### src/rtl/id_branch_ctrl_pkg.sv
// Shared decode definitions for the ID stage: opcodes, field positions, FSM states.
package id_pkg;

  localparam logic [5:0] OP_NOP = 6'h00;
  localparam logic [5:0] OP_JMP = 6'h02;
  localparam logic [5:0] OP_BEQ = 6'h04;
  localparam logic [5:0] OP_BNE = 6'h05;
  localparam logic [5:0] OP_LD  = 6'h23;

  localparam int unsigned OPC_MSB   = 31;
  localparam int unsigned OPC_LSB   = 26;
  localparam int unsigned SRCA_MSB  = 25;
  localparam int unsigned SRCA_LSB  = 21;
  localparam int unsigned SRCB_MSB  = 20;
  localparam int unsigned SRCB_LSB  = 16;
  localparam int unsigned IMM16_MSB = 15;
  localparam int unsigned IMM26_MSB = 25;

  typedef enum logic {RUN, STALL} state_t;

  function automatic logic [5:0] opcode_of(input logic [31:0] instr);
    return instr[OPC_MSB:OPC_LSB];
  endfunction

endpackage

### src/rtl/id_branch_ctrl_branch_resolve.sv
// Combinational branch condition and fetch-relative word offset for the ID instruction.
module branch_resolve
  import id_pkg::*;
(
  input  logic [31:0] idInstruction,
  input  logic [31:0] rs1Data,
  input  logic [31:0] rs2Data,
  input  logic        idValid,
  output logic        cond,
  output logic [31:0] brOffset
);

  logic        raw_cond;
  logic [31:0] imm;

  always_comb begin
    raw_cond = 1'b0;
    imm      = {{16{idInstruction[IMM16_MSB]}}, idInstruction[IMM16_MSB:0]};
    case (opcode_of(idInstruction))
      OP_JMP: begin
        raw_cond = 1'b1;
        imm      = {{6{idInstruction[IMM26_MSB]}}, idInstruction[IMM26_MSB:0]};
      end
      OP_BEQ:  raw_cond = (rs1Data == rs2Data);
      OP_BNE:  raw_cond = (rs1Data != rs2Data);
      default: raw_cond = 1'b0;
    endcase
    // Fetch already sits at branchPC + 4, hence the -1 word correction.
    brOffset = imm - 32'd1;
    cond     = idValid & raw_cond;
  end

endmodule

### src/rtl/id_branch_ctrl.sv
// IF/ID pipeline register with decode-stage branch resolution and load-use / memory freeze.
// Optional BRANCH_STATS_EN adds a taken-branch counter output (branchCount).
module id_branch_ctrl
  import id_pkg::*;
#(
  parameter int unsigned LOAD_STALL_CYCLES = 1
) (
  input  logic        clk,
  input  logic        rstn,
  input  logic [31:0] PC,
  input  logic [31:0] instruction,
  input  logic        memStall,
  input  logic [31:0] rs1Data,
  input  logic [31:0] rs2Data,
  output logic        brTaken,
  output logic [31:0] brOffset,
  output logic        freeze,
  output logic [4:0]  rs1Addr,
  output logic [4:0]  rs2Addr,
  output logic        idValid,
  output logic [31:0] idPC,
  output logic [31:0] idInstruction
`ifdef BRANCH_STATS_EN
  ,
  output logic [31:0] branchCount
`endif
);

  state_t     state;
  logic [1:0] stall_cnt;
  logic       cond;
  logic       hazard;
  logic [4:0] ld_rd;
  logic [5:0] in_op;

  branch_resolve u_branch_resolve (
    .idInstruction (idInstruction),
    .rs1Data       (rs1Data),
    .rs2Data       (rs2Data),
    .idValid       (idValid),
    .cond          (cond),
    .brOffset      (brOffset)
  );

  assign rs1Addr = idInstruction[SRCA_MSB:SRCA_LSB];
  assign rs2Addr = idInstruction[SRCB_MSB:SRCB_LSB];
  assign freeze  = memStall | (state == STALL);
  assign brTaken = cond & ~freeze;

  assign ld_rd  = idInstruction[SRCB_MSB:SRCB_LSB];
  assign in_op  = opcode_of(instruction);
  assign hazard = idValid && (opcode_of(idInstruction) == OP_LD) && (ld_rd != '0)
                  && (in_op != OP_NOP) && (in_op != OP_JMP)
                  && ((instruction[SRCA_MSB:SRCA_LSB] == ld_rd) ||
                      (instruction[SRCB_MSB:SRCB_LSB] == ld_rd));

  always_ff @(posedge clk) begin
    if (!rstn) begin
      state         <= RUN;
      stall_cnt     <= '0;
      idValid       <= 1'b0;
      idPC          <= '0;
      idInstruction <= '0;
    end else if (!memStall) begin
      case (state)
        STALL: begin
          idValid       <= 1'b0;
          idInstruction <= '0;
          if (stall_cnt == '0) state <= RUN;
          else                 stall_cnt <= stall_cnt - 2'd1;
        end
        default: begin
          if (brTaken) begin
            // Squash the wrong-path instruction fetched behind the branch.
            idValid       <= 1'b0;
            idInstruction <= '0;
          end else if (hazard) begin
            state         <= STALL;
            stall_cnt     <= 2'(LOAD_STALL_CYCLES - 1);
            idValid       <= 1'b0;
            idInstruction <= '0;
          end else begin
            idValid       <= 1'b1;
            idPC          <= PC;
            idInstruction <= instruction;
          end
        end
      endcase
    end
  end

`ifdef BRANCH_STATS_EN
  always_ff @(posedge clk) begin
    if (!rstn)        branchCount <= '0;
    else if (brTaken) branchCount <= branchCount + 32'd1;
  end
`endif

endmodule

### config.mk
export PLATFORM = sky130hd
export DESIGN_NAME = id_branch_ctrl
export DESIGN_NICKNAME = d
export VERILOG_FILES = /design/src/rtl/id_branch_ctrl_pkg.sv /design/src/rtl/id_branch_ctrl_branch_resolve.sv /design/src/rtl/id_branch_ctrl.sv
export SDC_FILE = /design/constraint.sdc
export NUM_CORES = 1
export LEC_CHECK = 0
export BUFFER_PORTS_ARGS = -buffer_cell sky130_fd_sc_hd__buf_2
export CAP_MARGIN = 20
export CORE_MARGIN = 4
export CORE_UTILIZATION = 30
export CTS_CLUSTER_DIAMETER = 120
export DETAILED_ROUTE_END_ITERATION = 16
export PLACE_DENSITY_LB_ADDON = 0.08
export SLEW_MARGIN = 20
export SYNTH_ARGS = -nofsm -noshare
export SYNTH_HDL_FRONTEND = slang
export SYNTH_SLANG_ARGS = --single-unit
### constraint.sdc
create_clock -name clk -period 7.5 [get_ports clk]
set_clock_uncertainty 0.2 [all_clocks]
set_input_delay 1.5 -clock clk [delete_from_list [all_inputs] [get_ports clk]]
set_output_delay 1.5 -clock clk [all_outputs]
set_load 0.01 [all_outputs]
==> results.txt, run 1 <==
----------------------------------------------------
[Die]
  Number of placement rows ... 40
  Initial Utilization ... 31.3%
  Core Footprint ... 12200 um^2
  Overall die area ... 14600 um^2
  Count of pins on the block boundary ... 240
  Die X ... 121 um
  Die outline height ... 121 um

[Critical path]
  Largest stage delay, worst path ... 0.57 ns
  Worst path depth ... 8
  Critical Path, Cell by Cell ... buf_2 > xnor2_1 > nand4_1 > nor4_1 > a21boi_0 > o21ai_0 > a21oi_1 > buf_2
  Crit path top cell by count ... sky130_fd_sc_hd__buf_2
  Flop2flop setup slack ... 4.54 ns
  Depth of the worst register-to-register path ... 7
  First element of the critical path ... rs2Data[22]
  Kind of launch point of the worst setup path ... input pin
  Crit-path leading delay family ... simple AND/OR/NAND/NOR gates
  Termination of the worst setup path ... brTaken
  Slowest-stage cell, CP ... sky130_fd_sc_hd__nor4_1
  Crit Path Class ... input pin to primary output
  Required time at the endpoint of the critical path ... 5.80 ns
  Destination of the worst register-to-register timing path ... idPC[1]
  Worst reg2reg path startpoint ... idInstruction[16]
  CP arrival ... 3.20 ns
  Maximum net fanout on the critical path ... 4
  Critical path capture point type ... primary output
  Buffering stage count on the worst path with inverters included ... 2

[Global route]
  Number of global-route vias before repair ... 3957
  GR Util All Layers ... 15.9%
  Largest net degree at the start of global routing ... 68
  First-pass GRT wire length ... 18.8 mm
  Overflow after GRT ... 0
  Initial antenna violation count ... 0

[Clocking]
  TritonCTS clock tree ... yes
  Number of buffers added by the clock tree synthesis step ... 9
  Num Clock Sinks ... 68
  Maximum level of the CTS H-tree ... 3
  Clock latency on the worst-skew pair ... 0.33 ns
  Buffers from clock root to sink, at most ... 2
  CTS hold repair buffers ... 0
  CTS root buf ... sky130_fd_sc_hd__clkbuf_16
  Count of buffers added by post-CTS timing repair for setup ... 0
  CTS resizes ... 0
  Clock slew at reported path FFs ... 0.05 ns

[Logic synthesis]
  Total standard cell area after synthesis ... 3820 um^2
  Sequential element share of the synthesized area ... 35.6%
  Gate count after technology mapping ... 432
  Count of synthesis-stage warnings from yosys ... 0
  Post-Syn Nets ... 565
  Synth async-reset ratio ... 0%
  Avg Synthesized Cell Area ... 8.84 um^2
  Top FF cell, synth ... sky130_fd_sc_hd__dfxtp_1
  Synth unique cells ... 45
  Number of flops mapped to enable cells by yosys ... 0
  Synth Register Bits ... 68

[Power]
  IR Drop Worst-Case VDD ... 0.144 mV
  Power per cell area ... 204 nW/um^2
  Static leakage ... 2.66 nW
  Logic pwr share ... 22.5%
  Net Switching ... 0.304 mW
  PnR Total Power ... 1.10 mW
  Sequential power share ... 37.4%
  Clock Power Share ... 40.0%
  Internal power consumption ... 0.793 mW
  Switching power as a share of total power ... 27.7%

[Cells and area]
  Fraction of layout instances using a drive strength above 1 ... 40.8%
  Ant. Diodes ... 0
  Total of fill cells in the finished design ... 1283
  Area of the multi-input gates ... 2230 um^2
  Register area ... 1360 um^2
  Count of nets after finishing ... 784
  Non-filler instance count after layout ... 823
  Relative area change from synthesis to final layout ... 40.8%

[Job]
  Total of max-cap violations ... 0

[Timing]
  Shortest clock period the worst path allows after layout ... 4.90 ns
  Setup_tns ... 0 ns
  Total count of max-transition violations in the final report ... 0
  RSZ-0062 raised after global routing ... no
  Ratio of final minimum period to clock period ... 65.3%
  Highest attainable clock frequency ... 204 MHz
  Setup-failing EPs final ... 0
  Worst slew margin ... 54.1%
  Actual slew at the worst max-slew pin ... 0.682 ns
  Hold Fails Final Rpt ... 0

[Routing]
  Routed len/inst ... 14.3 um
  Number of detailed-routing iterations run before antenna repair ... 4
  Via-to-Cell Ratio ... 4.75
  Count of vias placed by the detailed router ... 3907
  Count of routing violations after the opening detailed-route iteration ... 147
  Detailed Route WL ... 11.7 mm
  DRC errors left ... 0
  Number of nets still failing antenna checks after routing ... 0

[Hold path]
  Min-Delay Path Class ... register to register
  Worst hold path startpoint ... idPC[0]

[Status]
  Run status ... finished clean

[Placement]
  Number of cells after detailed placement ... 808
  IO Port Bufs ... 239
  Half-perimeter wire length after placement ... 9.05 mm
  Routability cong. ... 0.797

----------------------------------------------------
==> synth_stat cells (4+ instances only) <==
master,instances,area [um^2]
sky130_fd_sc_hd__buf_2,8,40.0
sky130_fd_sc_hd__and2_1,4,25.0
sky130_fd_sc_hd__nand2_1,73,274
sky130_fd_sc_hd__mux2i_1,32,320
sky130_fd_sc_hd__dfxtp_1,68,1360
sky130_fd_sc_hd__or3_1,4,25.0
sky130_fd_sc_hd__o32a_1,6,60.1
sky130_fd_sc_hd__a31oi_1,5,31.3
sky130_fd_sc_hd__nand2b_1,6,37.5
sky130_fd_sc_hd__a22o_1,32,280
sky130_fd_sc_hd__clkbuf_1,14,52.6
sky130_fd_sc_hd__inv_1,10,37.5
sky130_fd_sc_hd__nand4_1,9,56.3
sky130_fd_sc_hd__nor4_1,8,50.1
sky130_fd_sc_hd__nor3_1,10,50.1
sky130_fd_sc_hd__xnor2_1,38,333
sky130_fd_sc_hd__buf_4,13,97.6
sky130_fd_sc_hd__xor2_1,20,175
sky130_fd_sc_hd__a21oi_1,14,70.1
sky130_fd_sc_hd__nor2_1,16,60.1
==> state kept, by name (all words and copies together) (netlist names) <==
signal         flops
stall_cnt          2
state              1
idValid            1
idPC              32
idInstruction     32
==> worst min-delay path: stages, from the launching register on <==
cell	delay, ns
sky130_fd_sc_hd__dfxtp_1	0.30
sky130_fd_sc_hd__nand2_1	0.05
sky130_fd_sc_hd__mux2i_1	0.05
==> per-stage QoR <==
stage	util (%)	area [um^2]	worst slack (ns)	hold WS (ns)
after floorplan	-	3820	3.13	0.257
after detailed placement	41.5	5070	2.64	0.243
after global placement	41.5	5070	2.79	0.239
after CTS	44.0	5380	2.60	0.258
after global routing	44.0	5380	2.33	0.275
final	44.0	5380	2.60	0.255
==> routing by layer <==
layer	track usage, %	wire [um]	vias up
met1	17.9	4850	1797
met2	27.5	5740	144
met3	5.57	919	20
li1	-	-	1946
met5	0	0	-
met4	6.02	223	0
==> cell usage in the layout (no fill, tap or decap), drive strengths merged, types with 14 or more instances in the layout <==
cell type / n
mux2i: 32
dfxtp: 68
xnor2: 38
buf: 244
xor2: 20
nand2: 73
a22o: 32
a21oi: 14
nor2: 17
==> how the worst min path moves through the flow <==
stage,endpoint,slack (ns),depth (start not counted)
floorplan,stall_cnt[1],0.26,2
global placement,idPC[14],0.24,2
global route,idPC[28],0.27,2
CTS,idPC[31],0.26,2
detailed placement,idPC[31],0.24,2
finish,idPC[0],0.25,2
==> kinds of logic (layout without fill, tap and decap cells) <==
group / Yosys count / count (layout) / synth area share (%)
adder cells (fa/ha/maj): 2 / 2 / 0.655
AO/OA/AOI/OAI: 76 / 76 / 16.0
buffers and inverters: 46 / 269 / 6.06
AND/OR/NAND/NOR: 150 / 150 / 20.0
multiplexers: 32 / 32 / 8.39
flip-flops: 68 / 68 / 35.6
XOR/XNOR: 58 / 58 / 13.3
==> power by group through the flow <==
| stage | Combinational (mW) | Clock [mW] | Sequential (mW) |
|---|---|---|---|
| floorplan | 0.142 | 0 | 0.419 |
| global placement | 0.247 | 0 | 0.418 |
| detailed placement | 0.250 | 0 | 0.418 |
| CTS | 0.251 | 0.454 | 0.411 |
| global route | 0.272 | 0.470 | 0.415 |
| finish | 0.247 | 0.439 | 0.410 |
==> layout make-up <==
class,count,area share (%)
Clock inverter,5,1.44
Clock buffer,10,4.26
Timing Repair Buffer,244,23.0
Multi-Input combinational cell,318,41.4
Tap cell,168,3.91
Inverter,10,0.698
Sequential cell,68,25.3
Power figures use the tool's default switching activity.
==> run 2, diff against run 1 <==
==> constraint.sdc (replaced) <==
create_clock -name clk -period 4.3 [get_ports clk]
set_clock_uncertainty 0.2 [all_clocks]
set_input_delay 0.86 -clock clk [delete_from_list [all_inputs] [get_ports clk]]
set_output_delay 0.86 -clock clk [all_outputs]
set_load 0.01 [all_outputs]
==> run 2 against run 1 <==
Combinational power is 74% higher; worst hold slack got worse by 0.0031 ns; design area increased by 0.12%; non-clock buffer count did not move; total power grew 74%; register-to-register slack lost 3.2 ns; sequential cell count is the same; worst setup slack worse by 2.2 ns; critical path depth down 1; largest cell class unchanged; largest power group unchanged; highest routed layer unchanged.
==> results.txt, run 2 (synthesis results as in run 1) <==
----------------------------------------------------
[Timing]
  Highest attainable clock frequency ... 255 MHz
  RSZ-0062 raised after global routing ... no (unchanged)
  Setup-failing EPs final ... 0 (unchanged)
  Shortest clock period the worst path allows after layout ... 3.92 ns
  Worst slew margin ... 56.9% (was 54.1%)
  Total count of max-transition violations in the final report ... 0 (unchanged)
  Setup_tns ... 0 ns (unchanged)
  Actual slew at the worst max-slew pin ... 0.641 ns (was 0.682 ns)
  Worst hold margin ... 0.251 ns (was 0.255 ns)
  Hold Fails Final Rpt ... 0 (unchanged)
  Ratio of final minimum period to clock period ... 91.2%
  Smallest setup slack after layout ... 0.379 ns (was 2.60 ns)

[Clocking]
  TritonCTS clock tree ... yes (unchanged)
  Buffers from clock root to sink, at most ... 2 (unchanged)
  CTS hold repair buffers ... 0 (unchanged)
  Num Clock Sinks ... 68 (unchanged)
  CTS resizes ... 0 (unchanged)
  Maximum level of the CTS H-tree ... 3 (unchanged)
  Count of buffers added by post-CTS timing repair for setup ... 0 (unchanged)
  Clock latency on the worst-skew pair ... 0.33 ns (about the same)
  Number of buffers added by the clock tree synthesis step ... 9 (unchanged)
  Clock slew at reported path FFs ... 0.06 ns (was 0.05 ns)
  CTS root buf ... sky130_fd_sc_hd__clkbuf_16 (unchanged)

[Critical path]
  CP arrival ... 2.86 ns (was 3.20 ns)
  Worst path depth ... 7 (was 8)
  Crit Path Class ... register to primary output (was input pin to primary output)
  Worst reg2reg path startpoint ... idInstruction[17] (was idInstruction[16])
  Largest stage delay, worst path ... 0.57 ns (about the same)
  Kind of launch point of the worst setup path ... register (was input pin)
  Termination of the worst setup path ... brOffset[19] (was brTaken)
  Crit path top cell by count ... sky130_fd_sc_hd__or4_4 (was sky130_fd_sc_hd__buf_2)
  Depth of the worst register-to-register path ... 7 (unchanged)
  Critical Path, Cell by Cell ... or4_4 > or4_4 > or4_4 > nor2_4 > a31oi_1 > o22a_1 > buf_2 (was buf_2 > xnor2_1 > nand4_1 > nor4_1 > a21boi_0 > o21ai_0 > a21oi_1 > buf_2)
  Flop2flop setup slack ... 1.35 ns (was 4.54 ns)
  Buffering stage count on the worst path with inverters included ... 1 (was 2)
  Maximum net fanout on the critical path ... 7 (was 4)
  Critical path capture point type ... primary output (unchanged)
  First element of the critical path ... idInstruction[6] (was rs2Data[22])
  Destination of the worst register-to-register timing path ... idPC[12] (was idPC[1])
  Required time at the endpoint of the critical path ... 3.24 ns (was 5.80 ns)
  Slowest-stage cell, CP ... sky130_fd_sc_hd__or4_4 (was sky130_fd_sc_hd__nor4_1)
  Crit-path leading delay family ... simple AND/OR/NAND/NOR gates (unchanged)

[Power]
  Power per cell area ... 354 nW/um^2 (was 204 nW/um^2)
  Sequential power share ... 37.6% (was 37.4%)
  Logic pwr share ... 22.6% (was 22.5%)
  PnR Total Power ... 1.90 mW (was 1.10 mW)
  Static leakage ... 2.65 nW (was 2.66 nW)
  Internal power consumption ... 1.36 mW (was 0.793 mW)
  Clock Power Share ... 39.9% (was 40.0%)
  Net Switching ... 0.543 mW (was 0.304 mW)
  IR Drop Worst-Case VDD ... 0.168 mV (was 0.144 mV)
  Switching power as a share of total power ... 28.5% (was 27.7%)

[Cells and area]
  Ant. Diodes ... 0 (unchanged)
  Count of nets after finishing ... 784 (unchanged)
  Final Cell Area ... 5380 um^2 (about the same)
  Leading cell types in the layout, fill and taps excluded ... 239 x sky130_fd_sc_hd__buf_2, 73 x sky130_fd_sc_hd__nand2_1, 68 x sky130_fd_sc_hd__dfxtp_1 (unchanged)
  Non-filler instance count after layout ... 824 (was 823)
  Regs by FF count ... idInstruction (32), idPC (32), stall_cnt (2) (unchanged)
  Relative area change from synthesis to final layout ... 40.9% (was 40.8%)
  Util after Layout ... 44.1% (was 44.0%)
  Most common library cell in the layout ignoring fill and taps ... sky130_fd_sc_hd__buf_2 (unchanged)
  Fraction of layout instances using a drive strength above 1 ... 41.0% (was 40.8%)

[Routing]
  Via-to-Cell Ratio ... 4.65 (was 4.75)
  DRC errors left ... 0 (unchanged)
  Count of routing violations after the opening detailed-route iteration ... 231 (was 147)
  Count of vias placed by the detailed router ... 3832 (was 3907)
  Number of detailed-routing iterations run before antenna repair ... 5 (was 4)
  Routed len/inst ... 14.0 um (was 14.3 um)
  Detailed Route WL ... 11.6 mm (was 11.7 mm)
  Number of nets still failing antenna checks after routing ... 0 (unchanged)

[Hold path]
  Min-Delay Path Class ... register to register (unchanged)

[Placement]
  Half-perimeter wire length after placement ... 8.89 mm (was 9.05 mm)
  Routability cong. ... 0.764 (was 0.797)
  IO Port Bufs ... 239 (unchanged)
  Cell area after placement ... 5070 um^2 (unchanged)
  Worst setup slack after placement ... 0.732 ns (was 2.64 ns)
  Number of cells after detailed placement ... 808 (unchanged)

[Die]
  Count of pins on the block boundary ... 240 (unchanged)
  Number of placement rows ... 40 (unchanged)
  Die X ... 121 um (unchanged)
  Core Footprint ... 12200 um^2 (unchanged)
  Initial Utilization ... 31.3% (unchanged)
  Die outline height ... 121 um (unchanged)
  Overall die area ... 14600 um^2 (unchanged)

[Global route]
  Largest net degree at the start of global routing ... 68 (unchanged)
  Met3 global-route usage ... 5.14% (was 5.57%)
  Global routing met2 resource utilization ... 25.6% (was 27.5%)
  Number of global-route vias before repair ... 3831 (was 3957)
  Met1 usage ... 18.7% (was 17.9%)
  Overflow after GRT ... 0 (unchanged)
  Initial antenna violation count ... 0 (unchanged)
  GR peak layer ... met2 (unchanged)
  First-pass GRT wire length ... 18.4 mm (was 18.8 mm)
  GR Util All Layers ... 15.5% (was 15.9%)

[Status]
  Run status ... finished clean (unchanged)

[Job]
  Total of max-cap violations ... 0 (unchanged)

----------------------------------------------------
## run 2: metal layers
layer	share of wire, %	wire [um]
met5	0	0
met4	1.3	147
met3	8.2	947
met2	48	5600
met1	42	4860
## run 2: worst min-delay path by stage
stage	cells past startpoint	to	startpoint	slack, ns
final	2	idPC[1]	idPC[1]	0.25
after global routing	2	idPC[29]	idPC[29]	0.28
after CTS	2	idPC[1]	idPC[1]	0.25
after detailed placement	2	idPC[27]	idPC[27]	0.24
after global placement	2	idPC[24]	idPC[24]	0.24
after floorplan	2	stall_cnt[1]	stall_cnt[1]	0.26
## run 2: power by group through the flow
| stage | logic, mW | clock network, mW | registers, mW |
|---|---|---|---|
| 2_1_floorplan | 0.247 | 0 | 0.731 |
| 6_report | 0.429 | 0.759 | 0.715 |
| 5_1_grt | 0.475 | 0.811 | 0.723 |
| 3_3_place_gp | 0.431 | 0 | 0.727 |
| 3_5_place_dp | 0.435 | 0 | 0.729 |
| 4_1_cts | 0.436 | 0.785 | 0.716 |
## run 2: final cells by class
cell class	instances	area, um^2
fill	1264	6830
sequential	68	1360
clock buffer	11	253
inverter	10	37.5
timing repair buffer	244	1230
tap	168	210
clock inverter	5	60.1
multi-input combinational	318	2230
## run 2: tightest hold or removal path, delay by kind of cell, from the launching register on
| family | cells | cell delay, ns |
|---|---|---|
| muxes | 1 | 0.05 |
| DFF | 1 | 0.30 |
| and+or+nand+nor | 1 | 0.05 |
==> run 3, diff against run 2 <==
--- a/config.mk
+++ b/config.mk
@@ -11,6 +11,8 @@
 export CORE_UTILIZATION = 30
 export CTS_CLUSTER_DIAMETER = 120
 export DETAILED_ROUTE_END_ITERATION = 16
+export GPL_ROUTABILITY_DRIVEN = 0
+export MAX_ROUTING_LAYER = met4
 export PLACE_DENSITY_LB_ADDON = 0.08
 export SLEW_MARGIN = 20
 export SYNTH_ARGS = -nofsm -noshare
==> run 3 against run 2 <==
Cell count is the same; combinational power is essentially flat; worst hold slack is essentially flat; global-route usage grew 0.42 points; first-iteration DRC count grew 0.43%; die area is the same; total power is essentially flat; design area is the same; clock power is essentially flat; worst setup slack is essentially flat; core utilization is the same.
==> results.txt, run 3 (synthesis results as in run 1) <==
----------------------------------------------------
[Status]
  Run status ... finished clean (unchanged)

[Routing]
  Via-to-Cell Ratio ... 4.66 (was 4.65)
  Detailed Route WL ... 11.6 mm (about the same)
  Number of nets still failing antenna checks after routing ... 0 (unchanged)
  Count of vias placed by the detailed router ... 3842 (was 3832)
  DRC errors left ... 0 (unchanged)
  Routed len/inst ... 14.1 um (was 14.0 um)
  Number of detailed-routing iterations run before antenna repair ... 4 (was 5)
  Count of routing violations after the opening detailed-route iteration ... 232 (was 231)

[Placement]
  IO Port Bufs ... 239 (unchanged)
  Half-perimeter wire length after placement ... 8.89 mm (unchanged)

[Clocking]
  Clock slew at reported path FFs ... 0.06 ns (about the same)
  Maximum level of the CTS H-tree ... 3 (unchanged)
  CTS hold repair buffers ... 0 (unchanged)
  Count of buffers added by post-CTS timing repair for setup ... 0 (unchanged)
  Number of buffers added by the clock tree synthesis step ... 9 (unchanged)
  Clock latency on the worst-skew pair ... 0.33 ns (about the same)
  CTS resizes ... 0 (unchanged)
  Buffers from clock root to sink, at most ... 2 (unchanged)
  TritonCTS clock tree ... yes (unchanged)
  Num Clock Sinks ... 68 (unchanged)
  CTS root buf ... sky130_fd_sc_hd__clkbuf_16 (unchanged)

[Hold path]
  Worst hold path startpoint ... idPC[1] (unchanged)
  Hold endpoint ... idPC[1] (unchanged)
  Min-Delay Path Class ... register to register (unchanged)
  Worst Hold Path Cells ... 2 (unchanged)

[Die]
  Initial Utilization ... 31.3% (unchanged)
  Number of placement rows ... 40 (unchanged)
  Core Footprint ... 12200 um^2 (unchanged)
  Die X ... 121 um (unchanged)
  Die outline height ... 121 um (unchanged)
  Count of pins on the block boundary ... 240 (unchanged)
  Overall die area ... 14600 um^2 (unchanged)

[Cells and area]
  Regs by FF count ... idInstruction (32), idPC (32), stall_cnt (2) (unchanged)
  Count of nets after finishing ... 784 (unchanged)
  Fraction of layout instances using a drive strength above 1 ... 41.0% (unchanged)
  Ant. Diodes ... 0 (unchanged)
  Relative area change from synthesis to final layout ... 40.9% (unchanged)
  Leading cell types in the layout, fill and taps excluded ... 239 x sky130_fd_sc_hd__buf_2, 73 x sky130_fd_sc_hd__nand2_1, 68 x sky130_fd_sc_hd__dfxtp_1 (unchanged)
  Most common library cell in the layout ignoring fill and taps ... sky130_fd_sc_hd__buf_2 (unchanged)

[Critical path]
  Crit path top cell by count ... sky130_fd_sc_hd__or4_4 (unchanged)
  Slowest-stage cell, CP ... sky130_fd_sc_hd__or4_4 (unchanged)
  Critical Path, Cell by Cell ... or4_4 > or4_4 > or4_4 > nor2_4 > a31oi_1 > o22a_1 > buf_2 (unchanged)
  Maximum net fanout on the critical path ... 7 (unchanged)
  CP arrival ... 2.86 ns (about the same)
  Flop2flop setup slack ... 1.35 ns (about the same)
  Critical path capture point type ... primary output (unchanged)
  Worst reg2reg path startpoint ... idInstruction[17] (unchanged)
  Required time at the endpoint of the critical path ... 3.24 ns (about the same)
  Largest stage delay, worst path ... 0.58 ns (was 0.57 ns)
  Depth of the worst register-to-register path ... 7 (unchanged)
  Destination of the worst register-to-register timing path ... idPC[12] (unchanged)
  Kind of launch point of the worst setup path ... register (unchanged)
  Buffering stage count on the worst path with inverters included ... 1 (unchanged)
  Crit-path leading delay family ... simple AND/OR/NAND/NOR gates (unchanged)
  Crit Path Class ... register to primary output (unchanged)

[Power]
  IR Drop Worst-Case VDD ... 0.168 mV (about the same)
  Net Switching ... 0.544 mW (was 0.543 mW)
  Switching power as a share of total power ... 28.6% (was 28.5%)
  Power per cell area ... 354 nW/um^2 (about the same)
  Logic pwr share ... 22.6% (about the same)
  Clock Power Share ... 39.9% (about the same)
  Static leakage ... 2.65 nW (unchanged)
  Sequential power share ... 37.6% (about the same)
  Internal power consumption ... 1.36 mW (about the same)
  PnR Total Power ... 1.90 mW (about the same)

[Timing]
  Highest attainable clock frequency ... 255 MHz (about the same)
  Setup_tns ... 0 ns (unchanged)
  Worst slew margin ... 59.0% (was 56.9%)
  RSZ-0062 raised after global routing ... no (unchanged)
  Actual slew at the worst max-slew pin ... 0.610 ns (was 0.641 ns)
  Total count of max-transition violations in the final report ... 0 (unchanged)
  Shortest clock period the worst path allows after layout ... 3.92 ns (about the same)
  Hold Fails Final Rpt ... 0 (unchanged)
  Ratio of final minimum period to clock period ... 91.2% (about the same)
  Setup-failing EPs final ... 0 (unchanged)

[Global route]
  Largest net degree at the start of global routing ... 68 (unchanged)
  Number of global-route vias before repair ... 3834 (was 3831)
  Overflow after GRT ... 0 (unchanged)
  First-pass GRT wire length ... 18.4 mm (about the same)
  GR Util All Layers ... 15.9% (was 15.5%)
  Initial antenna violation count ... 0 (unchanged)

[Job]
  Total of max-cap violations ... 0 (unchanged)

----------------------------------------------------
[run 3: cell counts in the layout (fill, tap and decap cells not counted)]
Identical to the previous run, type by type.
[run 3: power by group through the flow]
stage	combinational [mW]	clock, mW	sequential [mW]
2_1_floorplan	0.247	0	0.731
6_report	0.430	0.759	0.715
3_5_place_dp	0.435	0	0.729
4_1_cts	0.436	0.785	0.716
3_3_place_gp	0.431	0	0.727
5_1_grt	0.475	0.809	0.723
[run 3: cell type report]
type                    instances  area, um^2
fillers                      1264        6830
multi-input cells             318        2230
flip-flops and latches         68        1360
repair buffers                244        1230
clock buffers                  11         253
well taps                     168         210
clock inverters                 5        60.1
inverters                      10        37.5
[run 3: layer usage]
| metal | up-vias | global-route usage (%) | part of all wire [%] |
|---|---|---|---|
| met1 | 1740 | 19.2 | 43 |
| li1 | 1957 | - | - |
| met4 | 0 | 5.74 | 1.4 |
| met3 | 12 | 4.26 | 7.8 |
| met2 | 133 | 25.6 | 48 |
| met5 | - | - | 0 |
[run 3: how the worst max path moves through the flow]
| stage | depth (start not counted) | from | to | slack, ns |
|---|---|---|---|---|
| finish | 7 | idInstruction[6] | brOffset[19] | 0.38 |
| global route | 7 | idInstruction[6] | brOffset[22] | 0.19 |
| CTS | 7 | idInstruction[6] | brOffset[19] | 0.35 |
| detailed placement | 7 | idInstruction[6] | brOffset[19] | 0.73 |
| global placement | 7 | idInstruction[6] | brOffset[19] | 0.76 |
| floorplan | 6 | idInstruction[6] | brOffset[19] | 0.91 |
[run 3: per-stage QoR]
step	std cells	setup WS, ns	hold WS, ns	area, um^2	util, %
final	824	0.379	0.251	5380	44.1
after global routing	824	0.186	0.284	5380	44.1
after CTS	824	0.355	0.254	5380	44.1
after detailed placement	808	0.732	0.244	5070	41.5
after global placement	808	0.765	0.239	5070	41.5
after floorplan	432	0.909	0.257	3820	-
[run 3: worst register-to-register path: cells and delay by family, from the launching register on]
kind / cells / cell delay, ns
muxes: 1 / 0.29
DFF: 1 / 0.47
AOI/OAI and AO/OA: 3 / 0.58
buffers and inverters: 1 / 0.50
and+or+nand+nor: 2 / 0.85
